--- src/rtl/ternary_issue_unit_if.sv ---
// Bundle between the ternary issue stage and its neighbours: the instruction
// source, the ternary ALU, the writeback observer and the debug read port.
// master = upstream/ALU/observer side, slave = the issue unit.
interface ternary_issue_unit_if #(
  parameter int WORD_SIZE = 9
);
  logic                     instr_valid;
  logic                     instr_ready;
  logic [17:0]              instr;
  logic [5:0]               alu_opcode;
  logic [2*WORD_SIZE-1:0]   alu_input1;
  logic [2*WORD_SIZE-1:0]   alu_input2;
  logic                     alu_enable;
  logic [2*WORD_SIZE-1:0]   alu_out;
  logic                     wb_valid;
  logic [3:0]               wb_addr;
  logic [2*WORD_SIZE-1:0]   wb_data;
  logic                     instr_error;
  logic [3:0]               dbg_addr;
  logic [2*WORD_SIZE-1:0]   dbg_data;

  modport master (
    output instr_valid, instr, alu_out, dbg_addr,
    input  instr_ready, alu_opcode, alu_input1, alu_input2, alu_enable,
           wb_valid, wb_addr, wb_data, instr_error, dbg_data
  );

  modport slave (
    input  instr_valid, instr, alu_out, dbg_addr,
    output instr_ready, alu_opcode, alu_input1, alu_input2, alu_enable,
           wb_valid, wb_addr, wb_data, instr_error, dbg_data
  );
endinterface

--- src/rtl/ternary_issue_unit.sv ---
// Decode / operand-issue stage feeding ternary_alu. Holds a 9-entry ternary
// register file, issues one instruction per 3 cycles and writes the ALU
// result back. Trits: 2'b11 = -1, 2'b00 = 0, 2'b01 = +1, 2'b10 illegal.
//
//   state   | meaning
//   --------+-------------------------------------------------------------
//   S_IDLE  | ready for an instruction; decode happens on the accept edge
//   S_ISSUE | ALU strobe high, operand buses valid
//   S_EXEC  | ALU result valid; written back on the edge that ends it
//   S_ERROR | one-cycle illegal-instruction pulse, nothing else touched
module ternary_issue_unit #(
  parameter int WORD_SIZE   = 9,
  parameter int INSTR_TRITS = 9
) (
  input logic           clock,
  input logic           reset_n,
  ternary_issue_unit_if.slave bus
);

  localparam int DW = 2 * WORD_SIZE;

  typedef enum logic [1:0] {
    S_IDLE,
    S_ISSUE,
    S_EXEC,
    S_ERROR
  } state_t;

  state_t        state;
  logic [DW-1:0] rf [0:8];
  logic [3:0]    rd_idx;

  logic          has_bad_trit;
  logic [4:0]    op_val;
  logic          op_legal;
  logic          op_imm;
  logic [3:0]    rd_dec;
  logic [3:0]    rs1_dec;
  logic [3:0]    rs2_dec;
  logic [DW-1:0] operand1;
  logic [DW-1:0] operand2;

  // Opcode trits read as base-3 digits with -1 standing for digit 2,
  // so ADD (7 = 0,2,1) is 6'b00_11_01.
  function automatic logic [4:0] op_digit(input logic [1:0] t);
    case (t)
      2'b01:   op_digit = 5'd1;
      2'b11:   op_digit = 5'd2;
      default: op_digit = 5'd0;
    endcase
  endfunction

  // Balanced trit biased to 0..2 so a 2-trit register field maps to v+4.
  function automatic logic [3:0] trit_bias(input logic [1:0] t);
    case (t)
      2'b11:   trit_bias = 4'd0;
      2'b01:   trit_bias = 4'd2;
      default: trit_bias = 4'd1;
    endcase
  endfunction

  function automatic logic [3:0] reg_index(input logic [3:0] f);
    reg_index = trit_bias(f[3:2]) * 4'd3 + trit_bias(f[1:0]);
  endfunction

  // Decode of the instruction currently on the bus; only used on the accept edge.
  always_comb begin
    has_bad_trit = 1'b0;
    for (int i = 0; i < INSTR_TRITS; i++) begin
      if (bus.instr[2*i +: 2] == 2'b10) has_bad_trit = 1'b1;
    end
    op_val = op_digit(bus.instr[17:16]) * 5'd9
           + op_digit(bus.instr[15:14]) * 5'd3
           + op_digit(bus.instr[13:12]);
    case (op_val)
      5'd0, 5'd2, 5'd4, 5'd5, 5'd6, 5'd7, 5'd8,
      5'd11, 5'd12, 5'd13, 5'd14, 5'd15: op_legal = 1'b1;
      default:                           op_legal = 1'b0;
    endcase
    op_imm   = (op_val >= 5'd12) && (op_val <= 5'd15);
    rd_dec   = reg_index(bus.instr[11:8]);
    rs1_dec  = reg_index(bus.instr[7:4]);
    rs2_dec  = reg_index(bus.instr[3:0]);
    operand1 = rf[rs1_dec];
    // Balanced ternary sign extension is plain zero fill.
    operand2 = op_imm ? {{(DW-4){1'b0}}, bus.instr[3:0]} : rf[rs2_dec];
  end

  // Sequencer, register file and all registered outputs.
  always_ff @(posedge clock) begin
    if (!reset_n) begin
      state           <= S_IDLE;
      rd_idx          <= 4'd0;
      for (int i = 0; i < 9; i++) rf[i] <= '0;
      bus.instr_ready <= 1'b1;
      bus.alu_enable  <= 1'b0;
      bus.wb_valid    <= 1'b0;
      bus.instr_error <= 1'b0;
      bus.alu_opcode  <= 6'd0;
      bus.alu_input1  <= '0;
      bus.alu_input2  <= '0;
      bus.wb_addr     <= 4'd0;
      bus.wb_data     <= '0;
    end else begin
      bus.alu_enable  <= 1'b0;
      bus.wb_valid    <= 1'b0;
      bus.instr_error <= 1'b0;
      case (state)
        S_IDLE: begin
          if (bus.instr_valid) begin
            bus.instr_ready <= 1'b0;
            if (has_bad_trit || !op_legal) begin
              state           <= S_ERROR;
              bus.instr_error <= 1'b1;
            end else begin
              state          <= S_ISSUE;
              bus.alu_enable <= 1'b1;
              bus.alu_opcode <= bus.instr[17:12];
              bus.alu_input1 <= operand1;
              bus.alu_input2 <= operand2;
              rd_idx         <= rd_dec;
            end
          end
        end
        S_ISSUE: state <= S_EXEC;
        S_EXEC: begin
          // Index 4 is the hard-wired zero register: the write is dropped
          // but the writeback is still reported.
          if (rd_idx != 4'd4) rf[rd_idx] <= bus.alu_out;
          bus.wb_valid    <= 1'b1;
          bus.wb_addr     <= rd_idx;
          bus.wb_data     <= bus.alu_out;
          bus.instr_ready <= 1'b1;
          state           <= S_IDLE;
        end
        S_ERROR: begin
          bus.instr_ready <= 1'b1;
          state           <= S_IDLE;
        end
        default: state <= S_IDLE;
      endcase
    end
  end

  // Debug read port, out-of-range indices read as zero.
  always_comb begin
    bus.dbg_data = '0;
    if (bus.dbg_addr <= 4'd8) bus.dbg_data = rf[bus.dbg_addr];
  end

endmodule

--- src/flat_wrapper.sv ---
// flat-port wrapper written by rule: the top's interface ports become plain ports
module ternary_issue_unit_flat 
#(
  parameter int WORD_SIZE   = 9,
  parameter int INSTR_TRITS = 9
)
  (clock, reset_n, bus_instr_valid, bus_instr, bus_alu_out, bus_dbg_addr, bus_instr_ready, bus_alu_opcode, bus_alu_input1, bus_alu_input2, bus_alu_enable, bus_wb_valid, bus_wb_addr, bus_wb_data, bus_instr_error, bus_dbg_data);
  ternary_issue_unit_if #(.WORD_SIZE(WORD_SIZE)) bus_i ();
  input logic clock;
  input logic reset_n;
  input wire logic [$bits(bus_i.instr_valid)-1:0] bus_instr_valid;
  input wire logic [$bits(bus_i.instr)-1:0] bus_instr;
  input wire logic [$bits(bus_i.alu_out)-1:0] bus_alu_out;
  input wire logic [$bits(bus_i.dbg_addr)-1:0] bus_dbg_addr;
  output wire logic [$bits(bus_i.instr_ready)-1:0] bus_instr_ready;
  output wire logic [$bits(bus_i.alu_opcode)-1:0] bus_alu_opcode;
  output wire logic [$bits(bus_i.alu_input1)-1:0] bus_alu_input1;
  output wire logic [$bits(bus_i.alu_input2)-1:0] bus_alu_input2;
  output wire logic [$bits(bus_i.alu_enable)-1:0] bus_alu_enable;
  output wire logic [$bits(bus_i.wb_valid)-1:0] bus_wb_valid;
  output wire logic [$bits(bus_i.wb_addr)-1:0] bus_wb_addr;
  output wire logic [$bits(bus_i.wb_data)-1:0] bus_wb_data;
  output wire logic [$bits(bus_i.instr_error)-1:0] bus_instr_error;
  output wire logic [$bits(bus_i.dbg_data)-1:0] bus_dbg_data;
  assign bus_i.instr_valid = bus_instr_valid;
  assign bus_i.instr = bus_instr;
  assign bus_i.alu_out = bus_alu_out;
  assign bus_i.dbg_addr = bus_dbg_addr;
  assign bus_instr_ready = bus_i.instr_ready;
  assign bus_alu_opcode = bus_i.alu_opcode;
  assign bus_alu_input1 = bus_i.alu_input1;
  assign bus_alu_input2 = bus_i.alu_input2;
  assign bus_alu_enable = bus_i.alu_enable;
  assign bus_wb_valid = bus_i.wb_valid;
  assign bus_wb_addr = bus_i.wb_addr;
  assign bus_wb_data = bus_i.wb_data;
  assign bus_instr_error = bus_i.instr_error;
  assign bus_dbg_data = bus_i.dbg_data;
  ternary_issue_unit #(.WORD_SIZE(WORD_SIZE), .INSTR_TRITS(INSTR_TRITS)) u_core (.clock(clock), .reset_n(reset_n), .bus(bus_i));
endmodule
--- config.mk ---
export PLATFORM = sky130hd
export DESIGN_NAME = ternary_issue_unit_flat
export DESIGN_NICKNAME = d
export VERILOG_FILES = /design/src/rtl/ternary_issue_unit_if.sv /design/src/rtl/ternary_issue_unit.sv /design/src/flat_wrapper.sv
export SDC_FILE = /design/constraint.sdc
export NUM_CORES = 1
export LEC_CHECK = 0
export BUFFER_PORTS_ARGS = -buffer_cell sky130_fd_sc_hd__buf_2
export CORE_ASPECT_RATIO = 0.9
export CORE_MARGIN = 1.5
export CORE_UTILIZATION = 45
export CTS_BUF_LIST = sky130_fd_sc_hd__clkbuf_8
export DETAILED_ROUTE_END_ITERATION = 8
export PLACE_DENSITY = 0.65
export SLEW_MARGIN = 20
export SYNTH_ARGS = -nofsm -noshare
export SYNTH_HDL_FRONTEND = slang
export SYNTH_SLANG_ARGS = --single-unit
export TNS_END_PERCENT = 30
--- constraint.sdc ---
create_clock -name clock -period 5.33 [get_ports clock]
set_input_delay 0.2665 -clock clock [delete_from_list [all_inputs] [get_ports clock]]
set_output_delay 0.2665 -clock clock [all_outputs]
set_load 0.02 [all_outputs]
**After elaboration in Yosys (flattened, before gate mapping)**

Memory sizes are Yosys's and may differ from the RTL's. A register that Yosys moved wholly into a read port is not among the register bits.
Cells that the tools add are included.

- Add/sub/neg operators: 5
- Multiply operators: 5
- Order comparisons: 3
- Eq/ne operators: 32
- Multiplexer cells: 37
- Bitwise gates (word level): 1
- Reduce and logical (&&, ||, !) cells: 11

Operators with widths:

| operator | count |
|---|---|
| $mux 18 | 3 |
| $eq 2x2->1 const B | 20 |
| $pmux 2 s2 | 9 |
| $eq 2x1->1 const B | 10 |
| $mux 1 | 20 |
| $reduce_or 18->1 | 1 |
| $mul 2x2->4 const B | 4 |
| $add 4x2->4 | 3 |
| $pmux 2 s3 | 1 |
| $reduce_and 3->1 | 2 |
| $add 5x2->5 | 1 |
| $add 5x5->5 | 1 |
| $ge 5x4->1 const B | 1 |
| $le 5x4->1 const B | 1 |
| $mul 2x4->5 const B | 1 |
| $le 4x4->1 const B | 1 |
| $mux 2 | 2 |
| $mux 4 | 1 |
| $ne 4x3->1 const B | 1 |
| $logic_not 1->1 | 2 |
| $logic_not 2->1 | 1 |
| $ne 2x2->1 const B | 1 |
| $pmux 1 s2 | 1 |
| $reduce_and 2->1 | 1 |
| other kinds (5) | 5 |

- Bits in registers: 56
- Bits in writable memories: 162
- Bits in read-only memories: 16
- Input bits: 43
- Output and inout port bits: 86
- Logic and storage cells: 106
- Memories kept: 2

Memories:

| name | words | width | read ports | clocked after memory_dff | wr ports | RTL line | text |
|---|---|---|---|---|---|---|---|
| u_core.rf | 9 | 18 | 3 | 1 | 9 | ternary_issue_unit.sv:30 | `logic [DW-1:0] rf [0:8];` |
| (name not given) | 16 | 1 | 1 | 0 | 0 | ternary_issue_unit.sv:75 | `case (op_val)` |

**Logic depth before layout (Yosys ltp)**

- Word-level depth: 14
- Gate-level depth with buffers: 14
- Gate-level depth less buffers: 12

**Least setup slack after synthesis**

Ideal clock, no wire load.

- Path kind: in2reg
- Start point: input port bus_instr[16]
- End point: register u_core.bus.alu_input1[0], read port of u_core.rf
- Library setup time: 87 ps
- Arrival: 3023 ps
- Data required time: 5243 ps
- Path slack: 2220 ps
- Stages: 13
- Buffers on the path: 1
- Cell sequence: nand2_1 -> inv_1 -> ha_1 -> fa_1 -> ha_1 -> fa_1 -> xor2_1 -> mux2i_1 -> or2_1 -> nand4_4 -> or2_0 -> buf_2 -> o31ai_1

- Word-level cells in the longest chain between the ends: 11
- Elaborated cells between the ends (all ways): 14
- Classes of those cells: 2 x add/sub; 1 x mul; 3 x eq/ne; 3 x mux; 1 x bitwise; 3 x reduce/logical; 1 x memory

Ends and longest elaborated chain:

| element | RTL line | text |
|---|---|---|
| start: declaration | flat_wrapper.sv:12 | `input wire logic [$bits(bus_i.instr)-1:0] bus_instr;` |
| $eq 2x2->1 / $eq 2x1->1 (equally long branches) | ternary_issue_unit.sv:46 | `case (t)` |
| $pmux 2 s2 | ternary_issue_unit.sv:46 |  |
| $mul 2x4->5 | ternary_issue_unit.sv:72 | `op_val = op_digit(bus.instr[17:16]) * 5'd9` |
| $add 5x5->5 | ternary_issue_unit.sv:73 | `+ op_digit(bus.instr[15:14]) * 5'd3` |
| $add 5x2->5 | ternary_issue_unit.sv:74 | `+ op_digit(bus.instr[13:12]);` |
| $mem_v2 16x1 | - |  |
| $mux 1 | ternary_issue_unit.sv:75 |  |
| $logic_not 1->1 | ternary_issue_unit.sv:112 | `if (has_bad_trit \|\| !op_legal) begin` |
| $logic_or 1x1->1 (*) | ternary_issue_unit.sv:112 |  |
| $not 1->1 (no source line) (*) | - |  |
| $reduce_and 3->1 (no source line) (*) | - |  |
| end: declaration | ternary_issue_unit_if.sv:30 | `output instr_ready, alu_opcode, alu_input1, alu_input2, alu_enable,` |

Every way passes the cells marked *; elsewhere a longest branch is shown, timed or not.
A chain may end at the register's enable or synchronous reset.

**Worst setup path after layout**

- Start point: input port bus_instr[17]
- End point: register u_core.bus.alu_input2[14]

- Word-level cells in the longest chain between the ends: 11
- Elaborated cells between the ends (all ways): 18
- Classes of those cells: 2 x add/sub; 1 x mul; 2 x order compare; 3 x eq/ne; 4 x mux; 1 x bitwise; 4 x reduce/logical; 1 x memory

Ends and longest elaborated chain:

| element | RTL line | text |
|---|---|---|
| $eq 2x2->1 / $eq 2x1->1 (equally long branches) | ternary_issue_unit.sv:46 |  |
| $pmux 2 s2 | ternary_issue_unit.sv:46 |  |
| $mul 2x4->5 | ternary_issue_unit.sv:72 |  |
| $add 5x5->5 | ternary_issue_unit.sv:73 |  |
| $add 5x2->5 | ternary_issue_unit.sv:74 |  |
| $mem_v2 16x1 | - |  |
| $mux 1 | ternary_issue_unit.sv:75 |  |
| $logic_not 1->1 | ternary_issue_unit.sv:112 |  |
| $logic_or 1x1->1 | ternary_issue_unit.sv:112 |  |
| $not 1->1 (no source line) | - |  |
| $reduce_and 3->1 (no source line) | - |  |
| end signal: assignment | ternary_issue_unit.sv:120 | `bus.alu_input2 <= operand2;` |
| end: declaration | ternary_issue_unit_if.sv:30 |  |

Several ways; a longest one is shown, not always the timed one.

==> results_dict.tcl <==
set metrics [dict create \
    drc 0 \
    drive_above_1_share_pct 26.0 \
    final_cell_area_um2 21700 \
    num_io_pins 129 \
    ys.flop_type "edfxtp_1" \
    p_leak_uw 0.00820 \
    cts_tree "done" \
    gp_congestion 0.876 \
    coreArea_um2 41700 \
    grt_overflow 0 \
    synth_area_um2 18900 \
    h-tree-depth 2 \
    hold_class "input pin to flop" \
    synth-seq-cells 362 \
    hold_depth 1 \
    place_area_um2 20300 \
    synth-edff-count 288 \
    cts_buffers 61 \
    maxSlewHeadroom_pct 28.0 \
    cts.clk_slew.worst_paths_ns 0.07 \
    place_inst 2033 \
    die_h_um 197 \
    cts_buffer_depth 3 \
    cp_slowest_cell "nand3_1" \
    start_util_pct 45.4 \
    final_common_cell "edfxtp_1" \
    portBuffers 128 \
    hold_ws_ns 0.0388 \
    final_hold_viol_count 0 \
    synthCells 1404 \
    areaGrowthSynthToFinish_pct 14.6 \
    worstPathRequired_ns 5.90 \
    fin_ws_ns 1.47 \
    finalCriticalPeriod_ns 3.86 \
    reg2reg_from "u_core.state[0]" \
    regToRegSetupSlack_ns 2.39 \
    worstMarginPinSlew_ns 1.08 \
    rr_endpoint "u_core.rf[1][16]" \
    fin_tns_setup_ns 0 \
    vias 13260 \
    dr.pass1.iters 6 \
    cp_num_buf_inv 3 \
    grt_max_degree 47 \
    avgViaCountPerCell 6.09 \
    skew_ns 0.0394 \
    antenna_left 0 \
    critPathLaunchType "input pin" \
    worst-setup-path-type "input pin to flop" \
    wl_per_cell_um 27.2 \
    syn_area_per_cell_um2 13.5 \
    async_flop_share_pct 0 \
    vdd_drop_max_uv 188 \
    chipWidth_um 219 \
    hold_end "u_core.rf[9][17]" \
    hpwlAfterDp_mm 38.1 \
    synth_warnings 0 \
    cp.arrival_ns 4.42 \
    max_freq_mhz 259 \
    finalCritPeriodShare_pct 72.4 \
    mostFrequentLayoutCells "edfxtp_1, and2_1, mux4_2, buf_2, mux2i_1" \
    fillCellCount 3486 \
    critPathTopFamily "adder cells" \
    grt_pass1_vias 12883 \
    rr_worst_depth 8 \
    rsz0062_at_grt "no" \
    final_cells 2177 \
    slowest_delay_ns 0.55 \
    p_per_area_nw_per_um2 310 \
    crit_path_cell_trace "dlygate4sd3_1 > buf_2 > nand2_1 > inv_1 > ha_1 > fa_1 > ha_1 > fa_1 > xor2_1 > mux2i_1 > or2_1 > and3_1 > nand3_1 > o21ai_0" \
    cap_violations 0 \
    path_max_fanout 13 \
    globalRouteTotalUtil_pct 27.7 \
    slew_viol_final 0 \
    wl_mm 59.2 \
    postCtsResizedCells 0 \
    grt_pass1_wl_mm 85.4 \
    yosysUniqueCellTypes 53 \
    antenna_found_initial 1 \
    cp-end-kind "flop" \
    dr.first_iter.drc_count 1594 \
    setup_viol 0 \
    final_nets 1641 \
    clk_latency_ns 0.68 \
    outcome "completed" \
    rows 71 \
    hp-start "bus_alu_out[17]" \
    clock-sinks 362 \
    die_area_um2 43300 \
    root_buffer "clkbuf_8" \
    ys_seq_area_share_pct 53.6 \
    dp_slack_ns 1.38 \
]
worst max path at each step:
stage,depth (start not counted),endpoint,start,slack [ns]
5_1_grt,14,u_core.bus.alu_input2[15],bus_instr[16],1.21
3_3_place_gp,14,u_core.bus.alu_input1[4],bus_instr[4],1.49
2_1_floorplan,13,u_core.bus.alu_input1[0],bus_instr[16],2.22
6_report,14,u_core.bus.alu_input2[14],bus_instr[17],1.47
3_5_place_dp,13,u_core.bus.alu_input2[7],bus_instr[17],1.38
4_1_cts,14,u_core.bus.alu_input2[14],bus_instr[17],1.50
Yosys cell counts, types with 2 or more instances:
cell type  number  area, µm²
edfxtp_1      288       8650
and2_1        148        926
mux4_2        132       2970
mux2i_1       106       1060
nand2_1        77        289
dfxtp_1        74       1480
nor2_1         74        278
a21oi_1        62        310
clkbuf_1       58        218
a221oi_1       54        473
inv_1          47        176
nand2b_1       40        250
o22ai_1        34        213
nand3_1        25        125
buf_2          20        100
ha_1           17        213
mux2_2         17        191
o21ai_0        17       85.1
a211oi_1       13       97.6
buf_1          11       41.3
buf_4          10       75.1
nor2b_1         9       56.3
nor3_1          9       45.0
o211ai_1        8       60.1
o31ai_1         8       60.1
buf_6           5       56.3
fa_1            5        100
a22oi_1         4       30.0
nor3_2          3       30.0
a31oi_1         2       12.5
and3_1          2       12.5
clkinv_1        2       7.51
nand3b_1        2       15.0
or2_2           2       12.5
worst register-to-register path, delay by kind of cell, from the launching register on:
family / cells / cell delay (ns)
DFF: 1 / 0.33
buffers and inverters: 3 / 0.76
and+or+nand+nor: 5 / 1.52
metal layers:
metal / part of all wire [%] / global-route usage [%] / routed length, µm
met5: 0 / 0 / 0
met4: 3.4 / 10.3 / 2000
met3: 12 / 7.78 / 7080
met2: 44 / 41.0 / 26100
met1: 40 / 38.8 / 23900
layout make-up:
type	instances	area (µm²)	area share, %
Antenna cell	1	2.50	0.0115
Clock inverter	46	180	0.832
Clock buffer	70	963	4.45
Multi-Input combinational cell	905	8270	38.2
Inverter	50	188	0.866
Sequential cell	362	10100	46.8
Tap cell	547	684	3.16
Timing Repair Buffer	196	1250	5.75
stage by stage:
stage | power, µW | utilization, %
after floorplan | 3990 | -
after detailed placement | 4400 | 48.6
after global placement | 4380 | 48.6
final | 6710 | 52.0
after global routing | 6940 | 52.0
after CTS | 6720 | 52.0
state kept, by name, indices dropped and copies added, names as in the netlist:
| name | cells |
|---|---|
| u_core.bus.wb_valid | 1 |
| u_core.bus.wb_addr | 4 |
| u_core.bus.alu_input1 | 18 |
| u_core.bus.instr_ready | 1 |
| u_core.rd_idx | 4 |
| u_core.bus.wb_data | 18 |
| u_core.bus.alu_input2 | 18 |
| u_core.bus.alu_enable | 1 |
| u_core.bus.alu_opcode | 6 |
| u_core.bus.instr_error | 1 |
| u_core.rf | 288 |
| u_core.state | 2 |
kinds of logic (layout without fill, tap and decap cells):
logic type / count (synthesis) / count (layout) / share of synthesized area (%)
xor gates and xnor gates: 1 / 1 / 0.0463
and+or+nand+nor: 402 / 402 / 11.4
adders and majority gates: 22 / 22 / 1.65
muxes: 255 / 255 / 22.3
other: 1 / 19 / 0.0198
AOI/OAI and AO/OA: 207 / 207 / 7.41
buffers and inverters: 154 / 362 / 3.59
DFF: 362 / 362 / 53.6
power breakdown:
group          internal [µW]  total (µW)  switching (µW)
combinational            492        1210             714
sequential              3120        3170            49.4
clock                   1190        2330            1150
what timing repair did:
item | CTS | global route
setup endpoints to repair | 0 | 0
hold buffers | 27 | 0
buffers inserted | 0 | 0
hold endpoints to repair | 108 | 0
Power figures use the tool's default switching activity.
